===== src/rtl/regfile_dbg_master.sv =====
`default_nettype none
// regfile_dbg_master: debug command master driving a register file's read/write ports.
// Rev 1.0 - read, write, dump and clear commands with a valid/ready response channel.
module regfile_dbg_master #(
  parameter int unsigned DATA_WIDTH        = 32,
  parameter int unsigned NB_OF_REGS        = 32,
  parameter int unsigned ADDRESS_BIT_WIDTH = 5
) (
  input  logic                         clk,
  input  logic                         rstn,
  input  logic                         en,
  input  logic                         cmd_valid,
  output logic                         cmd_ready,
  input  logic [1:0]                   cmd_op,
  input  logic [ADDRESS_BIT_WIDTH-1:0] cmd_addr,
  input  logic [DATA_WIDTH-1:0]        cmd_wdata,
  output logic                         rsp_valid,
  input  logic                         rsp_ready,
  output logic [DATA_WIDTH-1:0]        rsp_data,
  output logic [ADDRESS_BIT_WIDTH-1:0] rsp_addr,
  output logic                         rsp_last,
  output logic                         rsp_err,
  output logic [ADDRESS_BIT_WIDTH-1:0] rf_a1,
  input  logic [DATA_WIDTH-1:0]        rf_rd1,
  output logic [ADDRESS_BIT_WIDTH-1:0] rf_a3,
  output logic [DATA_WIDTH-1:0]        rf_wd3,
  output logic                         rf_we3,
  output logic                         core_stall
);

  localparam logic [1:0] OP_RD   = 2'b00;
  localparam logic [1:0] OP_WR   = 2'b01;
  localparam logic [1:0] OP_DUMP = 2'b10;
  localparam logic [ADDRESS_BIT_WIDTH-1:0] LAST_IDX = ADDRESS_BIT_WIDTH'(NB_OF_REGS - 1);

  typedef enum logic [2:0] {IDLE, RD, WR, DUMP_RD, CLR, RESP} state_t;

  state_t                       state;
  logic [1:0]                   op;
  logic [ADDRESS_BIT_WIDTH-1:0] addr;
  logic [ADDRESS_BIT_WIDTH-1:0] index;
  logic [DATA_WIDTH-1:0]        wdata;
  logic                         addr_oob;

  assign addr_oob   = 32'(cmd_addr) >= NB_OF_REGS;
  assign cmd_ready  = en & rstn & (state == IDLE);
  assign core_stall = (state != IDLE);
  assign rf_we3     = en & ((state == WR) | (state == CLR));
  assign rf_a1      = (state == RD) ? addr : (state == DUMP_RD) ? index : '0;
  assign rf_a3      = (state == WR) ? addr : (state == CLR) ? index : '0;
  assign rf_wd3     = (state == WR) ? wdata : '0;

  always_ff @(posedge clk or negedge rstn) begin
    if (!rstn) begin
      state     <= IDLE;
      op        <= OP_RD;
      addr      <= '0;
      index     <= '0;
      wdata     <= '0;
      rsp_valid <= 1'b0;
      rsp_data  <= '0;
      rsp_addr  <= '0;
      rsp_last  <= 1'b0;
      rsp_err   <= 1'b0;
    end else if (en) begin
      case (state)
        IDLE: begin
          if (cmd_valid) begin
            op    <= cmd_op;
            addr  <= cmd_addr;
            wdata <= cmd_wdata;
            // Illegal reads/writes skip the register file and answer with an error at once.
            if ((cmd_op == OP_RD && addr_oob) ||
                (cmd_op == OP_WR && (addr_oob || cmd_addr == '0))) begin
              state     <= RESP;
              rsp_valid <= 1'b1;
              rsp_data  <= '0;
              rsp_addr  <= cmd_addr;
              rsp_last  <= 1'b1;
              rsp_err   <= 1'b1;
            end else if (cmd_op == OP_RD) begin
              state <= RD;
            end else if (cmd_op == OP_WR) begin
              state <= WR;
            end else if (cmd_op == OP_DUMP) begin
              index <= '0;
              state <= DUMP_RD;
            end else begin
              index <= ADDRESS_BIT_WIDTH'(1);
              state <= CLR;
            end
          end
        end
        RD, WR: begin
          state     <= RESP;
          rsp_valid <= 1'b1;
          rsp_data  <= (state == RD) ? rf_rd1 : wdata;
          rsp_addr  <= addr;
          rsp_last  <= 1'b1;
          rsp_err   <= 1'b0;
        end
        DUMP_RD: begin
          state     <= RESP;
          rsp_valid <= 1'b1;
          rsp_data  <= rf_rd1;
          rsp_addr  <= index;
          rsp_last  <= (index == LAST_IDX);
          rsp_err   <= 1'b0;
        end
        CLR: begin
          if (index == LAST_IDX) begin
            index     <= '0;
            state     <= RESP;
            rsp_valid <= 1'b1;
            rsp_data  <= '0;
            rsp_addr  <= LAST_IDX;
            rsp_last  <= 1'b1;
            rsp_err   <= 1'b0;
          end else begin
            index <= index + 1'b1;
          end
        end
        RESP: begin
          if (rsp_ready) begin
            rsp_valid <= 1'b0;
            if (op == OP_DUMP && !rsp_last) begin
              index <= index + 1'b1;
              state <= DUMP_RD;
            end else begin
              index <= '0;
              state <= IDLE;
            end
          end
        end
        default: state <= IDLE;
      endcase
    end
  end

endmodule
`default_nettype wire


===== config.mk =====
export PLATFORM = sky130hd
export DESIGN_NAME = regfile_dbg_master
export DESIGN_NICKNAME = d
export VERILOG_FILES = /design/src/rtl/regfile_dbg_master.sv
export SDC_FILE = /design/constraint.sdc
export NUM_CORES = 1
export LEC_CHECK = 0
export ABC_AREA = 1
export CORE_UTILIZATION = 45
export CTS_CLUSTER_DIAMETER = 200
export DETAILED_ROUTE_END_ITERATION = 6
export GPL_ROUTABILITY_DRIVEN = 0
export PLACE_DENSITY = 0.89
export RECOVER_POWER = 25
export SLEW_MARGIN = 20
export SYNTH_ARGS = -nofsm -noshare
export SYNTH_HDL_FRONTEND = slang
export SYNTH_SLANG_ARGS = --single-unit

===== constraint.sdc =====
create_clock -name clk -period 2.3 [get_ports clk]
set_input_delay 0.46 -clock clk [delete_from_list [all_inputs] [get_ports clk]]
set_output_delay 0.46 -clock clk [all_outputs]
set_load 0.03 [all_outputs]

==> impl_metrics.csv, run 1 <==
group,metric,value,unit
place,io_port_bufs,160,
routing,route.detailed.drc,0,
clocking,clock_latency_on_the_worst_skew_pair,0.35,ns
clocking,clk_pin_slew,0.08,ns
logic_synthesis,mappedNetlistArea,4500,sq um
floorplanning,core_box_area,9730,sq um
routing,via_per_inst,4.66,
pwr,pwr-share-seq,0.325,
logic_synthesis,avgSynthCellArea,7.07,sq um
pwr,power.switching,3.76,mW
critical_path,critPathSlowestCell,"sky130_fd_sc_hd__dfrtp_1",
routing,vias,4366,
floorplanning,i_o_pin_total,161,
min_path,worst_hold_path_type,"flop to flop",
floorplanning,row_count,36,
floorplanning,effective_utilization_at_floorplan,0.462,
clocking,total_cts_buffers,9,
logic_synthesis,synth.distinct_cells,27,
critical_path,worstSetupEndpointType,"output port",
grt,grt_usage,0.239,
grt,globalRouteOverflowTotal,0,
timing,timing.fmax,0.451,GHz
logic_synthesis,synth_warnings,0,
critical_path,timing.critical_path.cells,"nand2_2, buf_4, nor2_4, buf_6, nand2_1, o21ai_0, buf_4",
pwr,power-per-cell-area,1270,nW/um^2
logic_synthesis,synth_seq_area_share,0.484,
timing,post-route-min-period,2.22,ns
clocking,h_tree_depth,3,
timing,setup_tns,0,ns
critical_path,critical-path-top-cell-by-count,"sky130_fd_sc_hd__buf_4",
grt,global_route_wire_length_before_repair,19.3,mm
routing,drtIter0Drc,164,
logic_synthesis,syn-instance-count,636,
pwr,power.switching_fraction,0.460,
critical_path,crit_required,1.84,ns
floorplanning,die_height,102,um
layout,design_area,6420,sq um
routing,detailedRoute.firstPassIterationCount,4,
clocking,clock-sinks,87,
routing,detail-route-antenna-nets,0,
critical_path,critical_path.max_stage_delay,0.47,ns
grt,grt_max_degree,59,
critical_path,arrival,1.76,ns
timing,timing.max_slew.rel_slack,0.322,
clocking,clk_path_buf_depth,2,
run_status,status,"finished clean",
clocking,clock-root-buffer,"sky130_fd_sc_hd__clkbuf_8",
pwr,worst_ir_drop_vdd,672,uV
layout,antenna-diode-count,0,
grt,via_count_of_the_first_global_routing_pass,4067,
min_path,min_from,"rsp_data[22]",
place,dp_hpwl,8.77,mm
critical_path,timing.critical_path.buf_inv,3,
critical_path,timing.rr.start,"state[0]",
routing,wl_per_cell,12.8,um
critical_path,startpoint_type,"flop",
pwr,power.share.combinational,0.541,
timing,hold_violation_count_in_the_final_report,0,
layout,finish.net_count,881,
critical_path,timing_worst_setup_path_type,"flop to output port",
critical_path,worstRegToRegCells,8,
logic_synthesis,yosys_register_bits,87,
job,max_cap_viol_count,0,
min_path,min_delay_path_depth,2,
clocking,cts_tree,"done",
pwr,p_leak,3.74,nW
pwr,intPower,4.42,mW
min_path,min_delay_worst_endpoint,"rsp_data[22]",
routing,wl,12.0,mm
pwr,power.share.clock,0.133,
critical_path,critical_path_peak_fanout,10,
floorplanning,die_w,102,um
layout,syn_to_final_growth,42.7,%
grt,initial_antenna_violation_count,0,
logic_synthesis,postSynthNetCount,718,
place,detailed_place.area,6190,sq um
critical_path,cpLargestDelayFamily,"buffers and inverters",
timing,skew,0.00903,ns
critical_path,rr_endpoint,"rsp_data[14]",
timing,drv_slew,0,
timing,setup_violations,0,
critical_path,regToRegSetupSlack,0.33,ns
timing,finalCritPeriodShare,0.965,
layout,post_route_cells_drive_above_1_share,0.108,
timing,worst_pin_slew,1.02,ns
floorplanning,die-area,10400,sq um
-- cell usage after synthesis (all sizes together) --
cell    count  area [sq um]
a211oi      1          7.51
a21boi      1          7.51
a21oi       2          10.0
buf        21           118
clkbuf      6          22.5
dfrtp      87          2180
ha          6          75.1
inv        93           354
nand2     317          1200
nand3      19           100
nand4       7          43.8
nor2       24           108
o21ai      50           254
xnor2       1          8.76
xor2        1          8.76
-- stage by stage --
| step | std cells | total power [mW] | worst slack, ns | utilization | hold WS [ns] |
|---|---|---|---|---|---|
| 2_1_floorplan | 636 | 5.39 | 0.254 | - | 0.164 |
| 3_3_place_gp | 918 | 6.97 | 0.118 | 0.636 | 0.339 |
| 3_5_place_dp | 918 | 7.08 | 0.0398 | 0.636 | 0.341 |
| 4_1_cts | 935 | 8.17 | 0.0170 | 0.658 | 0.487 |
| 5_1_grt | 937 | 8.81 | -0.00411 | 0.660 | 0.502 |
| 6_report | 937 | 8.18 | 0.0809 | 0.660 | 0.479 |
-- cell type report --
| class | count | area, sq um |
|---|---|---|
| fillers | 821 | 3310 |
| well taps | 133 | 166 |
| repair buffers | 179 | 1690 |
| inverters | 93 | 354 |
| flip-flops and latches | 87 | 2180 |
| multi-input cells | 429 | 1840 |
| clock inverters | 4 | 53.8 |
| clock buffers | 12 | 145 |
-- worst reg2reg max path, stage by stage, from the launching register on --
cell	delay, ns
sky130_fd_sc_hd__dfrtp_2	0.51
sky130_fd_sc_hd__buf_4	0.22
sky130_fd_sc_hd__inv_2	0.05
sky130_fd_sc_hd__o21ai_2	0.64
sky130_fd_sc_hd__buf_12	0.25
sky130_fd_sc_hd__nand2_1	0.08
sky130_fd_sc_hd__nand2_1	0.06
sky130_fd_sc_hd__nand2_1	0.05
sky130_fd_sc_hd__nand2_1	0.06
-- repair_timing --
item                                   in CTS  in global routing
resized for setup                           7                  4
cloned                                      0                  0
hold buffers                                1                  0
buffers inserted                            0                  2
endpoints found under the hold margin      15                  0
setup endpoints to repair                  32                 30
-- cell families after synthesis --
group,count (synthesis),synth area share
and+or+nand+nor,367,0.324
buffers and inverters,120,0.110
AOI/OAI and AO/OA,54,0.0620
DFF,87,0.484
adders and majority gates,6,0.0167
xor gates and xnor gates,2,0.00389
-- cell usage in the layout, fill, tap and decap left out, types with 3 or more instances in the layout --
master and count:
sky130_fd_sc_hd__o21ai_0 34, sky130_fd_sc_hd__inv_1 89, sky130_fd_sc_hd__dfrtp_1 86, sky130_fd_sc_hd__nor2_1 20
sky130_fd_sc_hd__nand4_1 7, sky130_fd_sc_hd__nand2_2 3, sky130_fd_sc_hd__clkbuf_8 10, sky130_fd_sc_hd__nand2_1 313
sky130_fd_sc_hd__nand3_1 18, sky130_fd_sc_hd__o21ai_1 15, sky130_fd_sc_hd__dlygate4sd2_1 5, sky130_fd_sc_hd__ha_1 6
sky130_fd_sc_hd__buf_12 4, sky130_fd_sc_hd__clkdlybuf4s50_1 115, sky130_fd_sc_hd__nor2_4 3, sky130_fd_sc_hd__buf_4 51
-- metal layers --
| layer | track usage | up-vias | part of all wire |
|---|---|---|---|
| met3 | 0.0458 | 10 | 0.045 |
| met4 | 0.0769 | 0 | 0.014 |
| met5 | 0 | - | 0 |
| met2 | 0.408 | 126 | 0.50 |
| met1 | 0.306 | 2004 | 0.44 |
| li1 | - | 2226 | - |
-- sequential cells by signal, summed over array words and instances, names as in the netlist, 2 cells and up --
name and flops:
wdata 32, rsp_addr 5, op 2, state 3, index 5, addr 5, rsp_data 32
-- how the worst max path moves through the flow --
stage | start | endpoint | slack (ns) | cells past startpoint
4_1_cts | state[2] | rf_wd3[0] | 0.02 | 8
2_1_floorplan | state[0] | rf_a3[0] | 0.25 | 5
5_1_grt | state[2] | rf_a3[0] | -0.004 | 8
3_3_place_gp | cmd_op[1] | rsp_data[16] | 0.12 | 12
6_report | state[1] | rf_a3[0] | 0.08 | 7
3_5_place_dp | cmd_op[1] | rsp_data[8] | 0.04 | 12
-- power groups by stage --
stage	Clock, mW	Combinational (mW)	Sequential [mW]
after floorplan	0	2.22	3.17
after global placement	0	4.31	2.65
after detailed placement	0	4.41	2.67
after CTS	1.11	4.41	2.65
after global routing	1.19	4.87	2.75
final	1.09	4.43	2.66
No activity file was read; power rests on OpenSTA's default activity.
==> run 2, diff against run 1 <==
- SKIP_LAST_GASP: default -> 1
==> results of run 2 <==
No change in the layout: final DEF, timing and power equal those of run 1.
==> run 3, diff against run 2 <==
- CORE_ASPECT_RATIO: default -> 0.6
- CORE_UTILIZATION: 45 -> 63
- DONT_BUFFER_PORTS: default -> 1
- PLACE_DENSITY: 0.89 -> 0.88
==> run 3 against run 2 <==
  * The flow now finishes with violations (design-rule violations, negative hold slack)
  * Combinational power is 38% lower
  * Utilization is 6.5 points higher
  * Critical path depth stayed put
  * Routed wire length is 7.5% lower
  * Sequential power is 27% higher
  * First-iteration DRC count is 140% higher
  * Die area is 28% lower
  * Clock skew is 0.0054 ns lower
  * Worst hold slack worse by 0.66 ns
  * Final cell count is 22% lower
  * Non-clock buffer count is 163 lower
  * Worst setup slack better by 0.0029 ns
  * Critical path type unchanged
  * Critical endpoint is now rf_a3[4]
  * Highest routed layer unchanged
==> impl_metrics.csv, run 3 (same netlist as run 1, synthesis figures left out) <==
group,metric,value,unit
timing,worst_pin_slew,0.389,ns
critical_path,timing_worst_setup_path_type,"flop to output port",
floorplanning,die-area,7490,sq um
place,dp_hpwl,7.86,mm
floorplanning,i_o_pin_total,161,
routing,met3WireLength,1.17,mm
grt,grt_usage,0.304,
timing,timing.max_slew.rel_slack,0.741,
floorplanning,die_height,67.5,um
routing,vias,3985,
clocking,postCtsSetupBuffers,0,
clocking,clk_pin_slew,0.06,ns
critical_path,worstSetupEndpointType,"output port",
pwr,report.power.total,7.64,mW
routing,detailedRoute.firstPassIterationCount,7,
pwr,power-per-cell-area,1550,nW/um^2
pwr,p_leak,3.07,nW
critical_path,timing.critical_path.buf_inv,3,
min_path,worst_hold_path_type,"input pin to asynchronous set/reset pin",
timing,hold_ws,-0.182,ns
clocking,clock-sinks,87,
layout,antenna-diode-count,0,
layout,largest_registers,"rsp_data: 32 flops, wdata: 32 flops",
timing,drv_slew,0,
routing,wl,11.1,mm
critical_path,critical_path_peak_fanout,17,
layout,post_route_cells_drive_above_1_share,0.0764,
routing,route.detailed.drc,18,
grt,grt_max_degree,89,
grt,via_count_of_the_first_global_routing_pass,3487,
critical_path,critPathSlowestCell,"sky130_fd_sc_hd__dfrtp_2",
critical_path,rr_endpoint,"rsp_data[12]",
job,max_cap_viol_count,0,
routing,dr_wl_met2,5.03,mm
critical_path,timing.critical_path.cells,"inv_4, nand2_2, nor2_4, buf_8, nand2_1, o21ai_0, buf_4",
floorplanning,row_count,23,
clocking,clk_path_buf_depth,2,
timing,hold_violation_count_in_the_final_report,87,
critical_path,timing.rr.start,"index[1]",
timing,timing.fmax,0.451,GHz
floorplanning,die_w,111,um
critical_path,arrival,1.76,ns
floorplanning,core_box_area,6790,sq um
critical_path,startpoint_type,"flop",
pwr,worst_ir_drop_vdd,685,uV
critical_path,cpLargestDelayFamily,"buffers and inverters",
clocking,h_tree_depth,3,
timing,finalCritPeriodShare,0.964,
place,io_port_bufs,0,
layout,finish.net_count,718,
critical_path,critical_path.max_stage_delay,0.48,ns
clocking,clock_latency_on_the_worst_skew_pair,0.34,ns
layout,syn_to_final_growth,9.48,%
clocking,total_cts_buffers,9,
clocking,cts_tree,"done",
routing,drtIter0Drc,389,
routing,via_per_inst,5.47,
layout,final_core_utilization,0.725,
routing,wl_per_cell,15.2,um
timing,setup_violations,0,
routing,route.layer.met1.wl,4.74,mm
run_status,status,"complete, but fails checks",
timing,skew,0.00360,ns
layout,mostFrequentLayoutCell,"sky130_fd_sc_hd__nand2_1",
routing,routed.top_layer,"met4",
timing,setup_tns,0,ns
timing,rsz0062_at_grt,"true",
critical_path,worstRegToRegCells,11,
grt,initial_antenna_violation_count,0,
layout,most-common-layout-cells,"sky130_fd_sc_hd__nand2_1, sky130_fd_sc_hd__inv_1, sky130_fd_sc_hd__dfrtp_1",
grt,global_route_wire_length_before_repair,17.4,mm
timing,post-route-min-period,2.22,ns
routing,detail-route-antenna-nets,0,
floorplanning,effective_utilization_at_floorplan,0.662,
critical_path,crit_required,1.84,ns
grt,globalRouteOverflowTotal,0,
clocking,clock-root-buffer,"sky130_fd_sc_hd__clkbuf_16",
run_status,failing_checks,"design-rule violations, negative hold slack",
critical_path,regToRegSetupSlack,0.37,ns
-- run 3: cell types whose count changed in the layout (fill, tap and decap cells not counted), moves of 2 or more --
cell and change:
sky130_fd_sc_hd__clkdlybuf4s50_1 -115, sky130_fd_sc_hd__buf_4 -38, sky130_fd_sc_hd__clkbuf_16 +9, sky130_fd_sc_hd__clkbuf_8 -8, sky130_fd_sc_hd__dlygate4sd2_1 -5, sky130_fd_sc_hd__buf_12 -3, sky130_fd_sc_hd__inv_1 -3, sky130_fd_sc_hd__inv_2 +3
sky130_fd_sc_hd__clkbuf_2 -2
-- run 3: report_power, final --
group | switching [mW] | internal, mW
registers | 1.17 | 2.20
logic | 1.93 | 0.827
clock network | 0.600 | 0.903
-- run 3: layer usage --
layer	vias to the layer above	track usage
met4	0	0.106
met1	1842	0.426
met3	10	0.0754
met5	-	0
li1	1892	-
met2	241	0.469
-- run 3: per-stage QoR --
step | cells | worst slack [ns] | hold slack, ns | instance area [sq um]
3_3_place_gp | 712 | 0.437 | 0.167 | 4600
5_1_grt | 728 | -0.0168 | -0.198 | 4930
4_1_cts | 728 | 0.00424 | -0.194 | 4910
6_report | 728 | 0.0838 | -0.182 | 4930
2_1_floorplan | 636 | 0.254 | 0.164 | 4500
3_5_place_dp | 712 | 0.377 | 0.167 | 4600
-- run 3: what timing repair did --
action | CTS | global route
setup endpoints to repair | 0 | 37
gates resized for setup | 0 | 7
hold endpoints to repair | 87 | 87
-- run 3: cell type report --
type                            count  area [sq um]
Clock inverter                      4          53.8
Sequential cell                    87          2180
Inverter                           93           354
Tap cell                           87           109
Fill cell                         559          1870
Clock buffer                       12           256
Timing Repair Buffer               16           144
Multi-Input combinational cell    429          1830
-- run 3: worst max-delay path by stage --
stage                         from    endpoint  slack, ns  depth (start not counted)
after detailed placement  state[2]    rf_a3[2]       0.38                          7
after CTS                 state[2]    rf_a3[2]      0.004                          7
after global placement    state[2]  rf_wd3[31]       0.44                          6
after global routing      state[0]    rf_a3[4]      -0.02                          4
after floorplan           state[0]    rf_a3[0]       0.25                          5
final                     state[2]    rf_a3[4]       0.08                          7
==> variant: new RTL, config.mk and constraints of run 2 <==
Put one more register stage on the output `rsp_err`, cleared by the reset. The value now appears one clock later. The other outputs are not delayed to match.
--- a/src/rtl/regfile_dbg_master.sv
+++ b/src/rtl/regfile_dbg_master.sv
@@ -35,6 +35,8 @@
 
   typedef enum logic [2:0] {IDLE, RD, WR, DUMP_RD, CLR, RESP} state_t;
 
+  logic rsp_err_s0;
+
   state_t                       state;
   logic [1:0]                   op;
   logic [ADDRESS_BIT_WIDTH-1:0] addr;
@@ -61,7 +63,7 @@
       rsp_data  <= '0;
       rsp_addr  <= '0;
       rsp_last  <= 1'b0;
-      rsp_err   <= 1'b0;
+      rsp_err_s0 <= 1'b0;
     end else if (en) begin
       case (state)
         IDLE: begin
@@ -77,7 +79,7 @@
               rsp_data  <= '0;
               rsp_addr  <= cmd_addr;
               rsp_last  <= 1'b1;
-              rsp_err   <= 1'b1;
+              rsp_err_s0 <= 1'b1;
             end else if (cmd_op == OP_RD) begin
               state <= RD;
             end else if (cmd_op == OP_WR) begin
@@ -97,7 +99,7 @@
           rsp_data  <= (state == RD) ? rf_rd1 : wdata;
           rsp_addr  <= addr;
           rsp_last  <= 1'b1;
-          rsp_err   <= 1'b0;
+          rsp_err_s0 <= 1'b0;
         end
         DUMP_RD: begin
           state     <= RESP;
@@ -105,7 +107,7 @@
           rsp_data  <= rf_rd1;
           rsp_addr  <= index;
           rsp_last  <= (index == LAST_IDX);
-          rsp_err   <= 1'b0;
+          rsp_err_s0 <= 1'b0;
         end
         CLR: begin
           if (index == LAST_IDX) begin
@@ -115,7 +117,7 @@
             rsp_data  <= '0;
             rsp_addr  <= LAST_IDX;
             rsp_last  <= 1'b1;
-            rsp_err   <= 1'b0;
+            rsp_err_s0 <= 1'b0;
           end else begin
             index <= index + 1'b1;
           end
@@ -137,6 +139,14 @@
     end
   end
 
+  always_ff @(posedge clk or negedge rstn) begin
+    if (!rstn) begin
+      rsp_err <= '0;
+    end else begin
+      rsp_err <= rsp_err_s0;
+    end
+  end
+
 endmodule
 `default_nettype wire
 
Behaviour: not the same (Yosys sat finds a counterexample within 4 cycles, from zero or initial values and one cycle with rstn low).
==> variant against run 2 <==
- design area up 0.99%
- hold slack worse by 99 ps
- routed wire length up 2.1%
- synthesized cell count up 0.16%
- global-route usage down 0.12 points
- core utilization up 0.35 points
- first-iteration DRC count up 28%
- critical path type unchanged
- worst setup slack worse by 72 ps
- combinational power up 3%
- sequential cell count up 1
- synthesized area up 0.56%
- total power up 1.1%
- via count up 2.2%
==> variant: results (changes against run 2) <==
<table>
<tr><th>Metric</th><th>Value</th></tr>
<tr><th colspan="2">Routing</th></tr>
<tr><td>Violation count after the first detailed-routing iteration</td><td>210 (was 164)</td></tr>
<tr><td>First-pass iteration count of the detailed router</td><td>5 (was 4)</td></tr>
<tr><th colspan="2">Logic synthesis</th></tr>
<tr><td>Post-synthesis register bit count</td><td>88 (was 87)</td></tr>
<tr><td>Sequential-to-total area share from yosys stat</td><td>48.7% (was 48.4%)</td></tr>
<tr><td>Most used standard cells in the synthesized netlist</td><td>sky130_fd_sc_hd__nand2_1, sky130_fd_sc_hd__inv_1, sky130_fd_sc_hd__dfrtp_1, sky130_fd_sc_hd__o21ai_0, sky130_fd_sc_hd__nor2_1 (unchanged)</td></tr>
<tr><td>Synth Area in Compound Gates</td><td>6.17% (was 6.20%)</td></tr>
<tr><th colspan="2">Placed design</th></tr>
<tr><td>Post-Place Cell Area</td><td>6230 µm² (was 6190 µm²)</td></tr>
<tr><td>Dpl ws</td><td>11.6 ps (was 39.8 ps)</td></tr>
<tr><th colspan="2">Global route</th></tr>
<tr><td>Global Route Usage Sum</td><td>23.8% (was 23.9%)</td></tr>
<tr><td>Wire length of the first global-routing pass</td><td>19,100 µm (was 19,300 µm)</td></tr>
<tr><th colspan="2">Setup path</th></tr>
<tr><td>Worst Setup SP</td><td>state[2] (was state[1])</td></tr>
<tr><td>Worst R2R Path Depth</td><td>11 (was 8)</td></tr>
<tr><td>Critical path arrival</td><td>1830 ps (was 1760 ps)</td></tr>
<tr><td>Slack of the worst reg-to-reg path</td><td>290 ps (was 330 ps)</td></tr>
<tr><td>Worst-path maximum fanout</td><td>6 (was 10)</td></tr>
<tr><th colspan="2">Min path</th></tr>
<tr><td>Worst hold path endpoint</td><td>rsp_err (was rsp_data[22])</td></tr>
<tr><td>Startpoint of the worst hold path</td><td>rsp_err_s0 (was rsp_data[22])</td></tr>
<tr><td>Hold path depth</td><td>0 (was 2)</td></tr>
<tr><th colspan="2">Finish</th></tr>
<tr><td>Layout clock buffer count</td><td>10 (was 12)</td></tr>
<tr><td>Share of the final layout cell area in sequential cells</td><td>34.0% (was 33.9%)</td></tr>
<tr><td>Share of final-layout standard cells stronger than drive strength 1</td><td>11.4% (was 10.8%)</td></tr>
<tr><td>Fill cells</td><td>843 (was 821)</td></tr>
<tr><td>Plain + repair buffers</td><td>182 (was 179)</td></tr>
<tr><td>Final net count</td><td>885 (was 881)</td></tr>
<tr><th colspan="2">Timing</th></tr>
<tr><td>Smallest setup slack after layout</td><td>8.91 ps (was 80.9 ps)</td></tr>
<tr><td>Worst hold slack</td><td>380 ps (was 479 ps)</td></tr>
<tr><th colspan="2">Die</th></tr>
<tr><td>Die Outline Area</td><td>10,500 µm² (was 10,400 µm²)</td></tr>
<tr><th colspan="2">Status</th></tr>
<tr><td>Status</td><td>finished, final reports clean (unchanged)</td></tr>
</table>
-- variant: cell types whose count changed after synthesis --
| cell | before | now |
|---|---|---|
| sky130_fd_sc_hd__dfrtp_1 | 87 | 88 |
-- variant: per-layer routing --
| metal | share of wire, % | wire length [µm] | vias up | GRT usage (%) |
|---|---|---|---|---|
| met5 | 0 | 0 | - | 0 |
| met4 | 2.0 | 247 | 0 | 10.2 |
| met3 | 5.1 | 625 | 29 | 4.31 |
| met2 | 49 | 5970 | 152 | 38.2 |
| met1 | 44 | 5390 | 2043 | 31.6 |
| li1 | - | - | 2238 | - |
-- variant: power by group --
group | switching, mW | internal, mW | total (mW)
Combinational | 2.83 | 1.73 | 4.56
Sequential | 0.430 | 2.23 | 2.66
Clock | 0.558 | 0.498 | 1.06
-- variant: kinds of logic after synthesis --
kind of cell             after synthesis
AO/OA/AOI/OAI                         54
AND/OR/NAND/NOR                      367
flip-flops                            88
XOR/XNOR                               2
adder cells (fa/ha/maj)                6
buffers and inverters                120
